File: config.mk
export PLATFORM = sky130hd
export DESIGN_NAME = vga_sync_receiver_flat
export DESIGN_NICKNAME = d
export VERILOG_FILES = /design/src/rtl/vga_sync_receiver_if.sv /design/src/rtl/vga_sync_receiver.sv /design/src/flat_wrapper.sv
export SDC_FILE = /design/constraint.sdc
export NUM_CORES = 1
export LEC_CHECK = 0
export CAP_MARGIN = 0
export CELL_PAD_IN_SITES_DETAIL_PLACEMENT = 1
export CELL_PAD_IN_SITES_GLOBAL_PLACEMENT = 2
export CORE_ASPECT_RATIO = 1.2
export CORE_MARGIN = 3
export CORE_UTILIZATION = 37
export CTS_BUF_LIST = sky130_fd_sc_hd__clkbuf_4
export CTS_CLUSTER_DIAMETER = 60
export CTS_CLUSTER_SIZE = 28
export DETAILED_ROUTE_END_ITERATION = 10
export GPL_TIMING_DRIVEN = 0
export PLACE_DENSITY_LB_ADDON = 0.1
export SLEW_MARGIN = 20
export SYNTH_ARGS = -nofsm -noshare
export SYNTH_HDL_FRONTEND = slang
export SYNTH_SLANG_ARGS = --single-unit
File: constraint.sdc
create_clock -name CLK25 -period 3.75 [get_ports CLK25]
set_clock_uncertainty 0.1 [all_clocks]
set_input_delay 0.75 -clock CLK25 [delete_from_list [all_inputs] [get_ports CLK25]]
set_output_delay 0.75 -clock CLK25 [all_outputs]
set_load 0.1 [all_outputs]
File: src/rtl/vga_sync_receiver_if.sv
// Pin-level VGA link plus the receiver's reconstructed pixel stream.
// The timing source side is the master; the receiver is the slave.
interface vga_sync_receiver_if;
    logic       hsync;
    logic       vsync;
    logic [7:0] VGA_R;
    logic [7:0] VGA_G;
    logic [7:0] VGA_B;
    logic       locked;
    logic       frame_start;
    logic       sync_err;
    logic       pix_valid;
    logic [9:0] rx_x;
    logic [8:0] rx_y;
    logic [7:0] rx_r;
    logic [7:0] rx_g;
    logic [7:0] rx_b;

    modport master (
        output hsync, vsync, VGA_R, VGA_G, VGA_B,
        input  locked, frame_start, sync_err, pix_valid,
        input  rx_x, rx_y, rx_r, rx_g, rx_b
    );

    modport slave (
        input  hsync, vsync, VGA_R, VGA_G, VGA_B,
        output locked, frame_start, sync_err, pix_valid,
        output rx_x, rx_y, rx_r, rx_g, rx_b
    );
endinterface

File: src/rtl/vga_sync_receiver.sv
// VGA receive front end: validates line/frame timing from hsync/vsync, locks after
// one clean frame and emits visible pixels with their coordinates and colour.
module vga_sync_receiver #(
    parameter int H_ACTIVE = 640,
    parameter int H_FP     = 16,
    parameter int H_SYNC   = 96,
    parameter int H_BP     = 48,
    parameter int V_ACTIVE = 480,
    parameter int V_FP     = 10,
    parameter int V_SYNC   = 2,
    parameter int V_BP     = 33
) (
    input  logic               CLK25,
    input  logic               RST_BTN,
    vga_sync_receiver_if.slave vga
);

    // state   | meaning
    // --------+------------------------------------------------------
    // IDLE    | after reset; waiting for the first vsync fall
    // MEASURE | timing one frame; any bad line spoils this attempt
    // LOCKED  | line and frame lengths match; pixels are emitted
    typedef enum logic [1:0] {
        ST_IDLE    = 2'd0,
        ST_MEASURE = 2'd1,
        ST_LOCKED  = 2'd2
    } state_t;

    localparam int H_TOTAL = H_ACTIVE + H_FP + H_SYNC + H_BP;
    localparam int V_TOTAL = V_ACTIVE + V_FP + V_SYNC + V_BP;

    // v_cnt is 10 bits so that row counts up to V_TOTAL-1 are representable.
    localparam logic [9:0] H_LAST   = 10'(H_TOTAL - 1);
    localparam logic [9:0] V_LAST   = 10'(V_TOTAL - 1);
    localparam logic [9:0] H_VIS_LO = 10'(H_SYNC + H_BP);
    localparam logic [9:0] H_VIS_HI = 10'(H_SYNC + H_BP + H_ACTIVE - 1);
    localparam logic [9:0] V_VIS_LO = 10'(V_SYNC + V_BP);
    localparam logic [9:0] V_VIS_HI = 10'(V_SYNC + V_BP + V_ACTIVE - 1);
    localparam logic [9:0] CNT_MAX  = 10'h3FF;

    logic        hs_s1_q, hs_s1_d;
    logic        vs_s1_q, vs_s1_d;
    logic        hs_s2_q, hs_s2_d;
    logic        vs_s2_q, vs_s2_d;
    logic [23:0] rgb_s1_q, rgb_s1_d;
    logic [9:0]  h_cnt_q, h_cnt_d;
    logic [9:0]  v_cnt_q, v_cnt_d;
    state_t      state_q, state_d;
    logic        bad_q, bad_d;
    logic        skip_q, skip_d;
    logic        locked_q, locked_d;
    logic        frame_start_q, frame_start_d;
    logic        sync_err_q, sync_err_d;
    logic        pix_valid_q, pix_valid_d;
    logic [9:0]  rx_x_q, rx_x_d;
    logic [8:0]  rx_y_q, rx_y_d;
    logic [23:0] rx_rgb_q, rx_rgb_d;

    logic hs_fall;
    logic vs_fall;
    logic line_err;
    logic frame_err;
    logic err_locked;
    logic fs_locked;
    logic visible;

    always_ff @(posedge CLK25 or negedge RST_BTN) begin
        if (!RST_BTN) begin
            hs_s1_q       <= 1'b1;
            vs_s1_q       <= 1'b1;
            hs_s2_q       <= 1'b1;
            vs_s2_q       <= 1'b1;
            rgb_s1_q      <= '0;
            h_cnt_q       <= '0;
            v_cnt_q       <= '0;
            state_q       <= ST_IDLE;
            bad_q         <= 1'b0;
            skip_q        <= 1'b1;
            locked_q      <= 1'b0;
            frame_start_q <= 1'b0;
            sync_err_q    <= 1'b0;
            pix_valid_q   <= 1'b0;
            rx_x_q        <= '0;
            rx_y_q        <= '0;
            rx_rgb_q      <= '0;
        end else begin
            hs_s1_q       <= hs_s1_d;
            vs_s1_q       <= vs_s1_d;
            hs_s2_q       <= hs_s2_d;
            vs_s2_q       <= vs_s2_d;
            rgb_s1_q      <= rgb_s1_d;
            h_cnt_q       <= h_cnt_d;
            v_cnt_q       <= v_cnt_d;
            state_q       <= state_d;
            bad_q         <= bad_d;
            skip_q        <= skip_d;
            locked_q      <= locked_d;
            frame_start_q <= frame_start_d;
            sync_err_q    <= sync_err_d;
            pix_valid_q   <= pix_valid_d;
            rx_x_q        <= rx_x_d;
            rx_y_q        <= rx_y_d;
            rx_rgb_q      <= rx_rgb_d;
        end
    end

    // Front end: sync capture, edge detect, position counters and timing checks.
    always_comb begin
        hs_s1_d  = vga.hsync;
        vs_s1_d  = vga.vsync;
        rgb_s1_d = {vga.VGA_R, vga.VGA_G, vga.VGA_B};
        hs_s2_d  = hs_s1_q;
        vs_s2_d  = vs_s1_q;

        hs_fall = hs_s2_q & ~hs_s1_q;
        vs_fall = vs_s2_q & ~vs_s1_q;

        if (hs_fall) begin
            h_cnt_d = '0;
        end else if (h_cnt_q == CNT_MAX) begin
            h_cnt_d = h_cnt_q;
        end else begin
            h_cnt_d = h_cnt_q + 10'd1;
        end

        v_cnt_d = v_cnt_q;
        if (vs_fall) begin
            v_cnt_d = '0;
        end else if (hs_fall && (v_cnt_q != CNT_MAX)) begin
            v_cnt_d = v_cnt_q + 10'd1;
        end

        // The first line after leaving IDLE has an unknown start, so it is not judged.
        skip_d = (state_q == ST_IDLE) ? 1'b1 : (hs_fall ? 1'b0 : skip_q);

        line_err  = hs_fall && (state_q != ST_IDLE) && !skip_q && (h_cnt_q != H_LAST);
        frame_err = vs_fall && (v_cnt_q != V_LAST);
    end

    always_comb begin
        state_d    = state_q;
        bad_d      = bad_q;
        err_locked = 1'b0;
        fs_locked  = 1'b0;

        case (state_q)
            ST_IDLE: begin
                if (vs_fall) begin
                    state_d = ST_MEASURE;
                    bad_d   = 1'b0;
                end
            end
            ST_MEASURE: begin
                if (line_err) begin
                    bad_d = 1'b1;
                end
                if (vs_fall) begin
                    if (!bad_q && !line_err && !frame_err) begin
                        state_d = ST_LOCKED;
                    end
                    bad_d = 1'b0;
                end
            end
            ST_LOCKED: begin
                if (line_err || frame_err) begin
                    err_locked = 1'b1;
                    state_d    = ST_MEASURE;
                    bad_d      = 1'b0;
                end else if (vs_fall) begin
                    fs_locked = 1'b1;
                end
            end
            default: begin
                state_d = ST_IDLE;
                bad_d   = 1'b0;
            end
        endcase
    end

    // Output stage: coordinates and colour of the stage-1 sample, held while not visible.
    always_comb begin
        visible = (h_cnt_d >= H_VIS_LO) && (h_cnt_d <= H_VIS_HI) &&
                  (v_cnt_d >= V_VIS_LO) && (v_cnt_d <= V_VIS_HI);

        locked_d      = (state_d == ST_LOCKED);
        frame_start_d = fs_locked;
        sync_err_d    = err_locked;
        pix_valid_d   = (state_d == ST_LOCKED) && visible;

        rx_x_d   = rx_x_q;
        rx_y_d   = rx_y_q;
        rx_rgb_d = rx_rgb_q;
        if (pix_valid_d) begin
            rx_x_d   = h_cnt_d - H_VIS_LO;
            rx_y_d   = 9'(v_cnt_d - V_VIS_LO);
            rx_rgb_d = rgb_s1_q;
        end
    end

    assign vga.locked      = locked_q;
    assign vga.frame_start = frame_start_q;
    assign vga.sync_err    = sync_err_q;
    assign vga.pix_valid   = pix_valid_q;
    assign vga.rx_x        = rx_x_q;
    assign vga.rx_y        = rx_y_q;
    assign vga.rx_r        = rx_rgb_q[23:16];
    assign vga.rx_g        = rx_rgb_q[15:8];
    assign vga.rx_b        = rx_rgb_q[7:0];

endmodule

File: src/flat_wrapper.sv
// flat-port wrapper written by rule: the top's interface ports become plain ports
module vga_sync_receiver_flat 
#(
    parameter int H_ACTIVE = 640,
    parameter int H_FP     = 16,
    parameter int H_SYNC   = 96,
    parameter int H_BP     = 48,
    parameter int V_ACTIVE = 480,
    parameter int V_FP     = 10,
    parameter int V_SYNC   = 2,
    parameter int V_BP     = 33
)
  (CLK25, RST_BTN, vga_hsync, vga_vsync, vga_VGA_R, vga_VGA_G, vga_VGA_B, vga_locked, vga_frame_start, vga_sync_err, vga_pix_valid, vga_rx_x, vga_rx_y, vga_rx_r, vga_rx_g, vga_rx_b);
  vga_sync_receiver_if vga_i ();
  input  logic CLK25;
  input  logic RST_BTN;
  input wire logic [$bits(vga_i.hsync)-1:0] vga_hsync;
  input wire logic [$bits(vga_i.vsync)-1:0] vga_vsync;
  input wire logic [$bits(vga_i.VGA_R)-1:0] vga_VGA_R;
  input wire logic [$bits(vga_i.VGA_G)-1:0] vga_VGA_G;
  input wire logic [$bits(vga_i.VGA_B)-1:0] vga_VGA_B;
  output wire logic [$bits(vga_i.locked)-1:0] vga_locked;
  output wire logic [$bits(vga_i.frame_start)-1:0] vga_frame_start;
  output wire logic [$bits(vga_i.sync_err)-1:0] vga_sync_err;
  output wire logic [$bits(vga_i.pix_valid)-1:0] vga_pix_valid;
  output wire logic [$bits(vga_i.rx_x)-1:0] vga_rx_x;
  output wire logic [$bits(vga_i.rx_y)-1:0] vga_rx_y;
  output wire logic [$bits(vga_i.rx_r)-1:0] vga_rx_r;
  output wire logic [$bits(vga_i.rx_g)-1:0] vga_rx_g;
  output wire logic [$bits(vga_i.rx_b)-1:0] vga_rx_b;
  assign vga_i.hsync = vga_hsync;
  assign vga_i.vsync = vga_vsync;
  assign vga_i.VGA_R = vga_VGA_R;
  assign vga_i.VGA_G = vga_VGA_G;
  assign vga_i.VGA_B = vga_VGA_B;
  assign vga_locked = vga_i.locked;
  assign vga_frame_start = vga_i.frame_start;
  assign vga_sync_err = vga_i.sync_err;
  assign vga_pix_valid = vga_i.pix_valid;
  assign vga_rx_x = vga_i.rx_x;
  assign vga_rx_y = vga_i.rx_y;
  assign vga_rx_r = vga_i.rx_r;
  assign vga_rx_g = vga_i.rx_g;
  assign vga_rx_b = vga_i.rx_b;
  vga_sync_receiver #(.H_ACTIVE(H_ACTIVE), .H_FP(H_FP), .H_SYNC(H_SYNC), .H_BP(H_BP), .V_ACTIVE(V_ACTIVE), .V_FP(V_FP), .V_SYNC(V_SYNC), .V_BP(V_BP)) u_core (.CLK25(CLK25), .RST_BTN(RST_BTN), .vga(vga_i));
endmodule
Word-level counts from Yosys, hierarchy flattened
Index checks and enable logic that the tools add are counted.
- register bits: 99
- input port bits: 28
- output and inout bits: 47
- word-level logic and storage cells: 80
- reduce and logical (&&, ||, !) cells: 20
- $lt $le $gt $ge: 4
- equality and inequality tests: 10
- bitwise operators: 4
- $add $sub $neg: 4
- muxes and demuxes: 21
- operators by type and width (operator ; count):
    two-way mux 10 bit ; 4
    != test 10 bit, second input constant ; 3
    adder 10 x 1 -> 10 bit, second input constant ; 2
    <= comparator 10 bit, second input constant ; 2
    logical AND 1 bit ; 11
    two-way mux 1 bit ; 11
    equality test 10 bit, second input constant ; 1
    greater-or-equal comparator 10 x 6 -> 1 bit, second input constant ; 1
    greater-or-equal comparator 10 x 8 -> 1 bit, second input constant ; 1
    subtractor 10 x 8 -> 10 bit, second input constant ; 1
    subtractor 9 x 6 -> 9 bit, second input constant ; 1
    two-way mux 2 bit ; 4
    case mux 2 bit (3 select lines) ; 1
    equality test 2 bit, second input constant ; 2
    zero test 1 bit ; 4
    != test 2 x 1 -> 1 bit, second input constant ; 2
    nonzero test 2 bit ; 2
    != test 3 x 1 -> 1 bit, second input constant ; 1
    case mux 1 bit (3 select lines) ; 1
    AND reduction 3 bit ; 1
    AND 1 bit ; 2
    equality test 2 x 1 -> 1 bit, second input constant ; 1
    zero test 2 bit ; 1
    NOT 1 bit ; 2
    logical OR 1 bit ; 1

Depth between registers and ports, before layout
- depth after elaboration: 13
- mapped depth: 12
- gate-level depth less buffers: 10

Worst setup path before layout
OpenSTA, ideal clock, no wires.
- path type: register -> register
- from: register u_core.h_cnt_q[0]
- to: register u_core.rx_rgb_q[0]
- path buffers: 1
- data arrival time: 3119 ps
- cell stages (with the launch flop): 12
- path slack: 404 ps
- setup time: 126 ps
- cell sequence: dfrtp_1 ha_1 nand4_1 nor3b_4 nor3_1 o21ai_0 ha_1 nor4b_1 a211oi_1 nor4_4 buf_6 mux2_4
- longest elaborated chain between the ends: 10
- elaborated cells on any way between the ends: 21
- those cells by class: add/sub (1); order compare (2); eq/ne (3); mux (6); reduce/logical (9)
- ends and longest elaborated chain (element ; line ; RTL):
    start: declaration ; vga_sync_receiver.sv:46 ; logic [9:0] h_cnt_q, h_cnt_d;
    start signal: assignment ; vga_sync_receiver.sv:92 ; h_cnt_q <= h_cnt_d;
    branches (longest 9 deep; another with adder 10 x 1 -> 10 bit) ; n/a ;
    logical AND 1 bit * ; vga_sync_receiver.sv:188 ; pix_valid_d = (state_d == ST_LOCKED) && visible;
    end signal: assignment ; vga_sync_receiver.sv:103 ; rx_rgb_q <= rx_rgb_d;
    end: declaration ; vga_sync_receiver.sv:57 ; logic [23:0] rx_rgb_q, rx_rgb_d;
Every way passes the cells marked *.
A chain may end at the register's enable or synchronous reset.

Final worst setup path
- from: register u_core.v_cnt_q[0]
- to: register u_core.rx_x_q[2], in the netlist u_core.vga.rx_x[2]
- elaborated cells on any way between the ends: 20
- those cells by class: add/sub (1); order compare (2); eq/ne (3); mux (6); reduce/logical (8)
- RTL lines (element ; line ; RTL):
    start: declaration ; vga_sync_receiver.sv:47 ; logic [9:0] v_cnt_q, v_cnt_d;
    start signal: assignment ; vga_sync_receiver.sv:93 ; v_cnt_q <= v_cnt_d;
    branches (longest 2 deep; another with adder 10 x 1 -> 10 bit) ; n/a ;
    two-way mux 10 bit * ; vga_sync_receiver.sv:129 ; end else if (hs_fall && (v_cnt_q != CNT_MAX)) begin
    two-way mux 10 bit * ; vga_sync_receiver.sv:127 ; if (vs_fall) begin
    net u_core.v_cnt_d[6] ; vga_sync_receiver.sv:47 ;
    greater-or-equal comparator 10 x 6 -> 1 bit ; vga_sync_receiver.sv:183 ; (v_cnt_d >= V_VIS_LO) && (v_cnt_d <= V_VIS_HI);
    logical AND 1 bit ; vga_sync_receiver.sv:182 ; visible = (h_cnt_d >= H_VIS_LO) && (h_cnt_d <= H_VIS_HI) &&
    logical AND 1 bit * ; vga_sync_receiver.sv:183 ;
    logical AND 1 bit * ; vga_sync_receiver.sv:188 ;
    end signal: assignment ; vga_sync_receiver.sv:101 ; rx_x_q <= rx_x_d;
    end: declaration ; vga_sync_receiver.sv:55 ; logic [9:0] rx_x_q, rx_x_d;
Mark *: on every way through the listed nets, which the timed path passes.

==> results <==
- The flow ran to the end, and the final reports show no timing, DRC or antenna violations.
- The post-layout minimum cycle time is 3.512 ns.
- The reported leakage power is 2.499 nW.
- The share of final-layout standard cells stronger than drive strength 1 is 0.2140.
- After the last flow step, the layout net total stands at 460.
- Counting flops and latches in the post-synthesis netlist gives 99.
- The cell area reported after detailed placement is 0.005386 sq mm.
- The die covers 0.01330 sq mm.
- After routing the design area is 0.005595 sq mm.
- The clock transition at the register clock pins on the worst setup and hold paths after CTS is 0.16 ns.
- The first detailed-routing pass ran for 4 iterations.
- The startpoint kind of the worst setup timing path is a register.
- After the first detailed-routing iteration, the DRC count stood at 75.
- The adder and majority gate portion of the synthesized area is 0.01981.
- Once placement completed, the tool counted placed cells totaling 564.
- When the netlist entered floorplanning its net count stood at 367.
- Final hold analysis gives a worst-case slack of 0.2897 ns.
- For this run, the top clock speed supported by timing is 284.8 MHz.
- The layout filler cell count is 1229.
- The number of clock sinks seen by CTS is 99.
- The sequential-to-total area share from yosys stat is 0.5618.
- The setup total negative slack is 0 ns.
- The area fraction in compound gates after synthesis is 0.09001.
- The total count of max-transition violations in the final report is 0.
- The first global-routing pass estimated 17420 um of wire.
- Across all layers, the routed design uses 2993 vias.
- After detailed routing, the average wire length per cell comes to 17.18 um.
- The top cell types in the final layout, fill and taps aside, are sky130_fd_sc_hd__dfrtp_1, sky130_fd_sc_hd__clkdlybuf4s50_1, sky130_fd_sc_hd__mux2_4.
- Across every metal layer, demand over resource in global routing totals 0.1645.
- The dominant combinational cell family by area after synthesis is multiplexers.
- In the finished design, the share of the clock period the worst path needs comes to 0.9364.
- The slew at the pin closest to its max-slew limit is 1.017 ns.
- The root buffer cell is sky130_fd_sc_hd__clkbuf_4.
- The number of buffers added by the clock tree synthesis step is 9.
- The die span in x is 105.8 um.
- The kind of cell with the highest combined delay along the critical path is simple AND/OR/NAND/NOR gates.
- Setup violations remaining at the end of the flow were counted as 0.
- Of the total synthesized cell area, the portion taken by XOR and XNOR cells is 0.02972.
- The most common cell after layout, fill and taps aside is sky130_fd_sc_hd__dfrtp_1.
- A synthesized cell averages 13.31 sq um.
- The total of buffers placed on input and output ports is 74.
- The fraction of post-synthesis cell area in the top cell type by area is 0.5321.
- After synthesis the cells add up to 0.004420 sq mm.
- The critical path contains buffers and inverters numbering 3 combined.
- The worst slew slack as a fraction of its limit is 0.3196.
- The class of the tightest hold or removal check is register to register.
- The weighted congestion at the end of routability-driven global placement is 0.7754.
- 0 antenna diodes ended up in the layout.
- The post-detailed-route via-to-cell ratio is 5.099.
- The longest clock path from root to sink contains 2 buffers.
- The share of synthesized flip-flops with an asynchronous set or reset is 1.000.
- In the synthesized netlist the dominant register cell turns out to be sky130_fd_sc_hd__dfrtp_1.
- The simple-gate share of the synthesized area is 0.1138.
- In the synthesized netlist, the number of instances is 332.
- The total area inside the core boundary comes to 0.01162 sq mm.
- The worst-case IR drop observed on VDD is 0.0002309 V.
- Of all nets on the critical path, the largest fanout is 10.
- Yosys printed 0 warnings.
- The power density relative to cell area is 371.4 mW/mm^2.
- The mux contribution to synthesized area is 0.1494.
- The post-synthesis cell type with the largest combined area is sky130_fd_sc_hd__dfrtp_1.
- The count of flip-flops with a built-in enable after synthesis is 0.
- Setup repair after global routing left no endpoint under its margin.
- The master of the slowest instance on the critical path is sky130_fd_sc_hd__nor3_1.
- The signal arrival time at the worst endpoint is 3.76 ns.
- The required time at the worst-slack endpoint is 4.00 ns.
- The count of placed standard cells in the final layout, fillers left out is 587.
- STA classifies the critical path endpoint as a register.
- The CTS tree is yes.
- The post-route DRC violation count is 0.
- The antenna violation net count after detailed routing is 0.
- The routed design has 10080 um of wire.
- In the post-synthesis netlist, the biggest area contributors are sky130_fd_sc_hd__dfrtp_1, sky130_fd_sc_hd__mux2_4, sky130_fd_sc_hd__dfstp_2.
- The number of hold violations in the final report is 0.
- The critical path is of the register to register type.
- 75 I/O pins were placed.
- Summed over all layers, the global routing overflow is 0.
- Walking the worst path, the cells encountered are ha_1 -> and3b_1 -> clkbuf_1 -> and4_1 -> nor3_1 -> nor4_1 -> o211a_1 -> nor4_4 -> buf_4 -> buf_6 -> mux2_4.
- The detailed-placement wirelength estimate is 7119 um.
- The later pin in the worst-skew pair is clocked with a latency of 0.46 ns.
- Row generation in the floorplan step produced 43 rows.
- From synthesis to final layout, the design area changed by 26.58%.
- Max-cap violations in this run came to 0.
- The count of unique library cells instantiated by Yosys is 54.
- The clock tree synthesis step divided the H-tree into 3 levels.
- Entering global routing, the biggest net connects 80 pins.
- The overall power is 0.002078 W.
- The via count of the first global-routing pass is 3298.
- The effective utilization at floorplan is 0.3804.
- The number of antenna violations at the first check in global routing came to 0.
- In this design, the stage delay of the slowest critical-path cell is 0.57 ns.
- The vertical die dimension is 125.7 um.
stage by stage:
step / setup WS [ns] / util
finish: 0.2384 / 0.4815
global route: 0.008652 / 0.4815
CTS: 0.06425 / 0.4778
detailed placement: -0.3556 / 0.4635
global placement: -2.001 / 0.4610
floorplan: 0.4043 / -
worst paths after layout:
check,cells after the start,start,endpoint,slack [ns]
min in group asynchronous,2,RST_BTN,u_core.vga.locked,0.59
max in group asynchronous,3,RST_BTN,u_core.hs_s2_q,2.31
max reg2reg,11,u_core.v_cnt_q[0],u_core.vga.rx_x[2],0.24
min reg2reg,0,u_core.vs_s1_q,u_core.vs_s2_q,0.29
max,11,u_core.v_cnt_q[0],u_core.vga.rx_x[2],0.24
min,0,u_core.vs_s1_q,u_core.vs_s2_q,0.29
final cells by class:
class | instances | area [sq um] | area share
tap | 157 | 196.4 | 0.03511
inverter | 14 | 52.55 | 0.009392
multi-input combinational | 205 | 1793 | 0.3204
sequential | 99 | 2484 | 0.4439
timing repair buffer | 82 | 824.5 | 0.1474
buffer | 14 | 103.9 | 0.01856
clock inverter | 7 | 73.82 | 0.01319
clock buffer | 9 | 67.56 | 0.01208
report_power, final:
part	internal [W]	switching, W	leakage (nW)	total (W)
sequential	0.00113	0.0000481	1.30	0.00118
combinational	0.000130	0.000184	1.12	0.000315
clock	0.000209	0.000375	0.0771	0.000584
cells by family after synthesis:
kind of cell / Yosys count
compound gates: 54
xor+xnor: 15
fa+ha+maj: 7
buf+inv: 28
flops: 99
mux: 47
simple gates: 82
registers in the layout, summed over array words and instances (netlist names):
| register | flops |
|---|---|
| u_core.rgb_s1_q | 24 |
| u_core.rx_rgb_q | 24 |
| u_core.h_cnt_q | 10 |
| u_core.v_cnt_q | 10 |
| u_core.vga.rx_x | 10 |
| u_core.vga.rx_y | 9 |
| u_core.state_q | 2 |
| u_core.bad_q | 1 |
| u_core.hs_s1_q | 1 |
| u_core.hs_s2_q | 1 |
| u_core.skip_q | 1 |
| u_core.vga.frame_start | 1 |
| u_core.vga.locked | 1 |
| u_core.vga.pix_valid | 1 |
| u_core.vga.sync_err | 1 |
| u_core.vs_s1_q | 1 |
| u_core.vs_s2_q | 1 |
cells in the mapped netlist (4+ instances only):
cell type                  number
sky130_fd_sc_hd__nor2_1         9
sky130_fd_sc_hd__dfstp_2        5
sky130_fd_sc_hd__ha_1           7
sky130_fd_sc_hd__dfrtp_1       94
sky130_fd_sc_hd__a31oi_1        6
sky130_fd_sc_hd__xnor2_1       11
sky130_fd_sc_hd__clkbuf_1       5
sky130_fd_sc_hd__nand4_1        6
sky130_fd_sc_hd__nand3_1       10
sky130_fd_sc_hd__o21ai_0        8
sky130_fd_sc_hd__nand2_1       10
sky130_fd_sc_hd__and3_1         7
sky130_fd_sc_hd__nor3_1         8
sky130_fd_sc_hd__mux2i_1        6
sky130_fd_sc_hd__nor2b_1        4
sky130_fd_sc_hd__buf_6          6
sky130_fd_sc_hd__a21oi_1        7
sky130_fd_sc_hd__xor2_1         4
sky130_fd_sc_hd__inv_1         14
sky130_fd_sc_hd__mux2_4        37
sky130_fd_sc_hd__mux2_2         4
sky130_fd_sc_hd__and4_1         6
metal layers:
layer	up-vias	routed length, um	global-route usage
li1	1397	-	-
met1	1518	4425	0.2080
met2	62	4906	0.2676
met3	16	509	0.04459
met4	0	243	0.06707
met5	-	0	0
worst reg2reg max path, cell delays in order, from the launching register on:
cell and delay [ns]:
sky130_fd_sc_hd__dfrtp_1 0.48, sky130_fd_sc_hd__ha_1 0.29, sky130_fd_sc_hd__and3b_1 0.18, sky130_fd_sc_hd__clkbuf_1 0.20, sky130_fd_sc_hd__and4_1 0.26, sky130_fd_sc_hd__nor3_1 0.57
sky130_fd_sc_hd__nor4_1 0.15, sky130_fd_sc_hd__o211a_1 0.20, sky130_fd_sc_hd__nor4_4 0.26, sky130_fd_sc_hd__buf_4 0.20, sky130_fd_sc_hd__buf_6 0.19, sky130_fd_sc_hd__mux2_4 0.31
timing repair:
| item | in CTS | in global routing |
|---|---|---|
| pin swaps | 1 | 1 |
| setup endpoints to repair | 44 | 43 |
| hold buffers | 1 | 0 |
| gates resized for setup | 0 | 4 |
| endpoints found under the hold margin | 20 | 0 |
| buffers inserted | 2 | 4 |
Power figures use the tool's default switching activity.
